==> src/rtl/fsk_pcm_buffer.sv <==
// Jitter buffer between the FSK receive chain and an 8 kHz DAC: a circular
// FIFO of PCM words, primed to PRIME_LVL before playback, with sticky flags.
module fsk_pcm_buffer #(
  parameter int DEPTH     = 8,
  parameter int PRIME_LVL = 4
) (
  input  logic                     sysclk,
  input  logic                     reset,
  input  logic [15:0]              sig_use,
  input  logic                     word_valid,
  input  logic                     dac_tick,
  input  logic                     clr_flags,
  output logic [15:0]              dac_data,
  output logic                     dac_load,
  output logic [$clog2(DEPTH):0]   fill,
  output logic                     playing,
  output logic                     ovf,
  output logic                     udf
);

  localparam int AW = $clog2(DEPTH);
  localparam int FW = AW + 1;

  typedef enum logic {
    PRIME = 1'b0,
    PLAY  = 1'b1
  } state_e;

  logic [15:0]   mem_q [DEPTH];
  logic [AW-1:0] wr_ptr_q, wr_ptr_d;
  logic [AW-1:0] rd_ptr_q, rd_ptr_d;
  logic [FW-1:0] fill_q, fill_d;
  state_e        state_q, state_d;
  logic [15:0]   dac_data_q, dac_data_d;
  logic          dac_load_q, dac_load_d;
  logic          playing_q, playing_d;
  logic          ovf_q, ovf_d;
  logic          udf_q, udf_d;

  logic          full_s, empty_s;
  logic          pop_s, push_s;
  logic          ovf_evt_s, udf_evt_s;

  // Transfer decisions; a pop frees the slot so a full FIFO can still accept a push.
  always_comb begin
    full_s    = (fill_q == FW'(DEPTH));
    empty_s   = (fill_q == {FW{1'b0}});
    pop_s     = dac_tick && (state_q == PLAY) && !empty_s;
    udf_evt_s = dac_tick && (state_q == PLAY) && empty_s;
    push_s    = word_valid && (!full_s || pop_s);
    ovf_evt_s = word_valid && full_s && !pop_s;
  end

  // Next-state for pointers, occupancy, FSM, output sample and flags.
  always_comb begin
    wr_ptr_d   = wr_ptr_q;
    rd_ptr_d   = rd_ptr_q;
    fill_d     = fill_q;
    state_d    = state_q;
    dac_data_d = dac_data_q;
    dac_load_d = dac_tick;

    if (push_s) begin
      wr_ptr_d = wr_ptr_q + AW'(1);
    end else begin
      wr_ptr_d = wr_ptr_q;
    end

    if (pop_s) begin
      rd_ptr_d = rd_ptr_q + AW'(1);
    end else begin
      rd_ptr_d = rd_ptr_q;
    end

    case ({push_s, pop_s})
      2'b10:   fill_d = fill_q + FW'(1);
      2'b01:   fill_d = fill_q - FW'(1);
      default: fill_d = fill_q;
    endcase

    case (state_q)
      PRIME: begin
        if (fill_q >= FW'(PRIME_LVL)) begin
          state_d = PLAY;
        end else begin
          state_d = PRIME;
        end
      end
      PLAY: begin
        if (udf_evt_s) begin
          state_d = PRIME;
        end else begin
          state_d = PLAY;
        end
      end
      default: state_d = PRIME;
    endcase

    // While priming the DAC gets silence; an underflow holds the last sample.
    if (dac_tick && (state_q == PRIME)) begin
      dac_data_d = 16'h0000;
    end else if (pop_s) begin
      dac_data_d = mem_q[rd_ptr_q];
    end else begin
      dac_data_d = dac_data_q;
    end

    playing_d = (state_d == PLAY);

    if (ovf_evt_s) begin
      ovf_d = 1'b1;
    end else if (clr_flags) begin
      ovf_d = 1'b0;
    end else begin
      ovf_d = ovf_q;
    end

    if (udf_evt_s) begin
      udf_d = 1'b1;
    end else if (clr_flags) begin
      udf_d = 1'b0;
    end else begin
      udf_d = udf_q;
    end
  end

  // Control and output registers.
  always_ff @(posedge sysclk or negedge reset) begin
    if (!reset) begin
      wr_ptr_q   <= {AW{1'b0}};
      rd_ptr_q   <= {AW{1'b0}};
      fill_q     <= {FW{1'b0}};
      state_q    <= PRIME;
      dac_data_q <= 16'h0000;
      dac_load_q <= 1'b0;
      playing_q  <= 1'b0;
      ovf_q      <= 1'b0;
      udf_q      <= 1'b0;
    end else begin
      wr_ptr_q   <= wr_ptr_d;
      rd_ptr_q   <= rd_ptr_d;
      fill_q     <= fill_d;
      state_q    <= state_d;
      dac_data_q <= dac_data_d;
      dac_load_q <= dac_load_d;
      playing_q  <= playing_d;
      ovf_q      <= ovf_d;
      udf_q      <= udf_d;
    end
  end

  // Sample storage; stale words are unreachable after reset because fill restarts at 0.
  always_ff @(posedge sysclk) begin
    if (push_s) begin
      mem_q[wr_ptr_q] <= sig_use;
    end
  end

  assign dac_data = dac_data_q;
  assign dac_load = dac_load_q;
  assign fill     = fill_q;
  assign playing  = playing_q;
  assign ovf      = ovf_q;
  assign udf      = udf_q;

endmodule

==> config.mk <==
export PLATFORM = sky130hd
export DESIGN_NAME = fsk_pcm_buffer
export DESIGN_NICKNAME = d
export VERILOG_FILES = /design/src/rtl/fsk_pcm_buffer.sv
export SDC_FILE = /design/constraint.sdc
export NUM_CORES = 1
export LEC_CHECK = 0
export ABC_AREA = 1
export CAP_MARGIN = 20
export CORE_ASPECT_RATIO = 0.75
export CORE_UTILIZATION = 40
export CTS_BUF_LIST = sky130_fd_sc_hd__clkbuf_4
export CTS_CLUSTER_SIZE = 16
export DETAILED_ROUTE_END_ITERATION = 8
export SLEW_MARGIN = 20
export SYNTH_ARGS = -nofsm -noshare
export SYNTH_HDL_FRONTEND = slang
export SYNTH_SLANG_ARGS = --single-unit
==> constraint.sdc <==
create_clock -name sysclk -period 3.8 [get_ports sysclk]
set_input_delay 0.76 -clock sysclk [delete_from_list [all_inputs] [get_ports sysclk]]
set_output_delay 0.76 -clock sysclk [all_outputs]
set_load 0.02 [all_outputs]
---- Word-level counts from Yosys, hierarchy flattened ----
Memories as Yosys holds them, arrays and structs flattened.
Cells that the tools add are included.
word-level totals
  register bits ........................... 30
  RAM bits ................................ 128
  output and inout bits ................... 24
  memories kept ........................... 1
memories
  memory  depth  bits a word  read ports  clocked after Yosys merged registers in  wr ports  line  source
  mem_q   8      16           1           0                                        1         29    logic [15:0] mem_q [DEPTH];
cells by class
  $add $sub $neg .......................... 4
  order comparisons ....................... 1
  equal/unequal tests ..................... 3
  muxes and demuxes ....................... 11
  bitwise gates (word level) .............. 1
  reduce and logical (&&, ||, !) cells .... 16
operator list
  kind                                                               count
  2-to-1 mux 16 bit                                                  2
  case mux 4 bit (2 select lines)                                    1
  nonzero test 2 bit                                                 4
  logical AND 1 bit                                                  7
  2-to-1 mux 1 bit                                                   7
  adder 3 x 1 -> 3 bit, second input constant                        2
  adder 4 x 1 -> 4 bit, second input constant                        1
  == test 4 bit, second input constant                               1
  greater-or-equal comparator 4 x 3 -> 1 bit, second input constant  1
  zero test 4 bit                                                    1
  subtractor 4 x 1 -> 4 bit, second input constant                   1
  zero test 1 bit                                                    3
  == test 2 x 1 -> 1 bit, second input constant                      1
  == test 2 bit, second input constant                               1
  case mux 1 bit (2 select lines)                                    1
  logical OR 1 bit                                                   1
  inverter 1 bit                                                     1

---- Depth between registers and ports, before layout ----
  depth after elaboration ................. 7
  mapped depth ............................ 14
  depth with buffers taken out ............ 14

---- Worst setup path after synthesis ----
Ideal clock, no wire load.
  path type ............................... input to register
  from .................................... input port dac_tick
  to ...................................... memory mem_q[1][0], enable pin
  arrival ................................. 1.972 ns
  required time ........................... 3.412 ns
  setup slack ............................. 1.439 ns
  cell stages on the path ................. 8
  buffers on the path ..................... 0
  cell sequence ........................... nand2_1 > inv_2 > nand2_4 > nand2_2 > nand2_2 > inv_2 > nand2_1 > nor2_1
on the way
  word-level cells in the longest chain between the ends .. 6
RTL lines
  element                                 line  source
  start: declaration                      11    input logic dac_tick,
  logical AND 1 bit (2 in a row)          48    pop_s = dac_tick && (state_q == PLAY) && !empty_s;
  logical OR 1 bit                        50    push_s = word_valid && (!full_s || pop_s);
  logical AND 1 bit                       50
  2-to-1 mux 1 bit                        154   if (push_s) begin
  2-to-1 mux 1 bit (implied by the code)  155   mem_q[wr_ptr_q] <= sig_use;
  end: declaration                        29
No other way between the ends.

---- Worst setup path in the final report ----
  from .................................... register fill_q[0] (netlist: fill[0])
  to ...................................... output port fill[0]
RTL lines
  element                   line  source
  start: declaration        32    logic [FW-1:0] fill_q, fill_d;
  start signal: assignment  132   fill_q <= {FW{1'b0}};
  start signal: assignment  142   fill_q <= fill_d;
  end: declaration          15    output logic [$clog2(DEPTH):0] fill,
No word-level cell between the ends.

==> qor.csv <==
metric;value;unit
Via density;5.181;
hold path start;dac_data[10];
Port Buf Inserts;44;
fmax;410.3;MHz
Netlist cell types;25;
post-route ant nets;0;
DRC viols;0;
Pre-antenna DRT Iters;5;
Setup CP Type;reg -> out;
cell taking the most area after synthesis;edfxtp_1;
post-CTS setup buffer count;0;
worst vdd ir;0.3185;mV
Setup TNS;0;ns
Area Growth Syn to Fin;16.82;%
largest net degree at the start of global routing;66;
gr usage total;17.80;%
Reg2Reg Setup Slack;1.50;ns
vias in the first global route;3867;
final period demand of the worst path;2.437;ns
Gate Count Post-Synth;506;
worst hold stages;2;
core area;15320;sq um
slew of the pin with the lowest slew margin;0.8528;ns
worst-path fanout max;5;
routed wire length;13480;um
initial antenna violation count;0;
PwrDens;770.1;nW/um^2
Wirelength per Cell;17.41;um
CP required;3.04;ns
Slew Limit Headroom;43.15;%
chip width;146.9;um
full die area;16250;sq um
status;finished, final reports clean;
# IOs;45;
unrepaired setup endpoints after global routing;no;
r2r startpoint;rd_ptr_q[0];
Seq/Total Area, Yosys;72.99;%
yosys warns;0;
worst hold endpoint;dac_data[10];
CTS buffer count;17;
Rows;39;
post-detail-place hpwl;8128;um
number of gates resized after CTS;0;
skew final;0.01656;ns
Storage cell area;4596;sq um
Die Y;110.6;um
Syn Nets;530;
fin. max-slew vios;0;
clk root buf;clkbuf_4;
Fin. Hold Viols;0;
reg2reg end;dac_data[0];
RD Place Congestion;0.8089;
CP Depth;1;
crit end category;output pin;
Final #Nets;580;
CP delay by family, top;buffers and inverters;
max-cap violations;0;
Hold Slack;0.4941;ns
Tcrit/Tclk final;64.14;%
Clk Latency, worst-skew pair;0.53;ns
footprint of the multi-input gates;1494;sq um
R2R depth;5;
Final setup viols;0;
Post-Syn Area per Cell;12.44;sq um
vias;4010;
Worst path slowest cell;clkdlybuf4s50_1;
hold crit path type;reg -> reg;
share of layout cells above drive strength 1;10.90;%
Leakage Power;2.636;nW
top-area cell type share of the netlist area;61.06;%
htree depth;4;
Overflow after GRT;0;
FF+latch count, synth;158;
initial DRC count;384;
Initial Util;41.08;%
Syn Std Cell Area;6295;sq um
worst path cell trace;clkdlybuf4s50_1;
clock slew at reported path FFs;0.13;ns
WP buf/inv;1;
diode count;0;
hold_buf cts;0;
WP data arrival;1.68;ns
clock tree buffer depth;2;
CP Launch Type;flop;
top cells by area in the synthesized netlist;edfxtp_1 61%, dfrtp_1 12%, nor2_1 5.5%;
fillers;1384;
first-pass GRT wire length;21570;um
CP peak stage delay;0.65;ns
Clock Sinks;158;
CTS tree;yes;
-- Yosys cell counts (all sizes together) --
library cell / count
buf: 18
clkbuf: 7
dfrtp: 30
edfxtp: 128
ha: 3
inv: 22
nand2: 68
nand3: 15
nand4: 2
nor2: 98
o211ai: 23
o21ai: 77
o221ai: 9
o22ai: 1
or2: 1
xor2: 4
-- per-layer routing --
layer  up-vias  global-route usage (%)  wire [um]
met4         0                   6.042        128
met2       154                   24.42       5692
li1       1896                       -          -
met3        13                   3.306        955
met1      1947                   28.00       6702
met5         -                       0          0
-- worst max-delay path by stage --
stage,start,slack (ns),endpoint
after floorplan,dac_tick,1.44,mem_q[1][0]
after detailed placement,dac_tick,0.88,mem_q[0][6]
after global placement,dac_tick,0.93,mem_q[0][8]
after CTS,fill[0],1.30,fill[0]
final,fill[0],1.36,fill[0]
after global routing,fill[0],1.26,fill[0]
-- sequential cells by signal, summed over array words and instances (netlist names) --
name      flops
wr_ptr_q      3
dac_load      1
fill          4
playing       1
dac_data     16
ovf           1
rd_ptr_q      3
mem_q       128
udf           1
-- report_power, final --
| group | internal, W | switching, W |
|---|---|---|
| clock network | 0.000721 | 0.000576 |
| registers | 0.00223 | 0.000197 |
| logic | 0.000661 | 0.00128 |
-- layout make-up --
| cell class | instances | area share (%) |
|---|---|---|
| multi-input cells | 301 | 20.32 |
| clock buffers | 17 | 1.736 |
| clock inverters | 15 | 3.607 |
| well taps | 205 | 3.488 |
| flip-flops and latches | 158 | 62.50 |
| inverters | 22 | 1.140 |
| repair buffers | 56 | 7.215 |
-- through the flow --
| step | instances | utilization (%) | setup slack, ns | cell area (sq um) | power [W] |
|---|---|---|---|---|---|
| 6_report | 774 | 47.99 | 1.363 | 7353 | 0.005663 |
| 5_1_grt | 774 | 47.99 | 1.259 | 7353 | 0.006036 |
| 2_1_floorplan | 506 | - | 1.439 | 6295 | 0.003687 |
| 4_1_cts | 774 | 47.98 | 1.303 | 7352 | 0.005708 |
| 3_5_place_dp | 742 | 45.42 | 0.8843 | 6959 | 0.004411 |
| 3_3_place_gp | 742 | 45.42 | 0.9328 | 6959 | 0.004362 |
-- cell usage in the layout (no fill, tap or decap) --
cell type	Yosys	layout
o221ai_1	9	9
clkdlybuf4s50_1	0	44
o21ai_0	60	60
nor2_4	1	1
nor2_2	5	5
nand2_2	3	3
dfrtp_2	0	1
inv_6	0	2
bufinv_16	0	7
buf_4	3	12
clkinv_2	0	3
clkinv_1	0	1
nand2_4	2	2
o21ai_1	16	16
xor2_1	4	4
inv_1	18	18
nand2_1	63	63
o21ai_4	1	1
nand3_2	1	1
nand4_1	2	2
edfxtp_1	128	128
clkinvlp_4	0	2
ha_1	3	3
nor2_1	92	92
or2_4	1	1
clkinv_4	0	1
o211ai_1	23	23
dfrtp_1	30	29
o22ai_1	1	1
inv_2	4	3
clkbuf_4	0	17
nand3_1	14	14
-- cells by family (layout without fill, tap and decap cells) --
family	count (synthesis)	in the layout	share of synthesized area (%)
buffers and inverters	47	110	3.280
adder cells (fa/ha/maj)	3	3	0.5964
flip-flops	158	158	72.99
AO/OA/AOI/OAI	110	110	10.40
XOR/XNOR	4	4	0.5565
AND/OR/NAND/NOR	184	184	12.18
No activity file was read; power rests on OpenSTA's default activity.
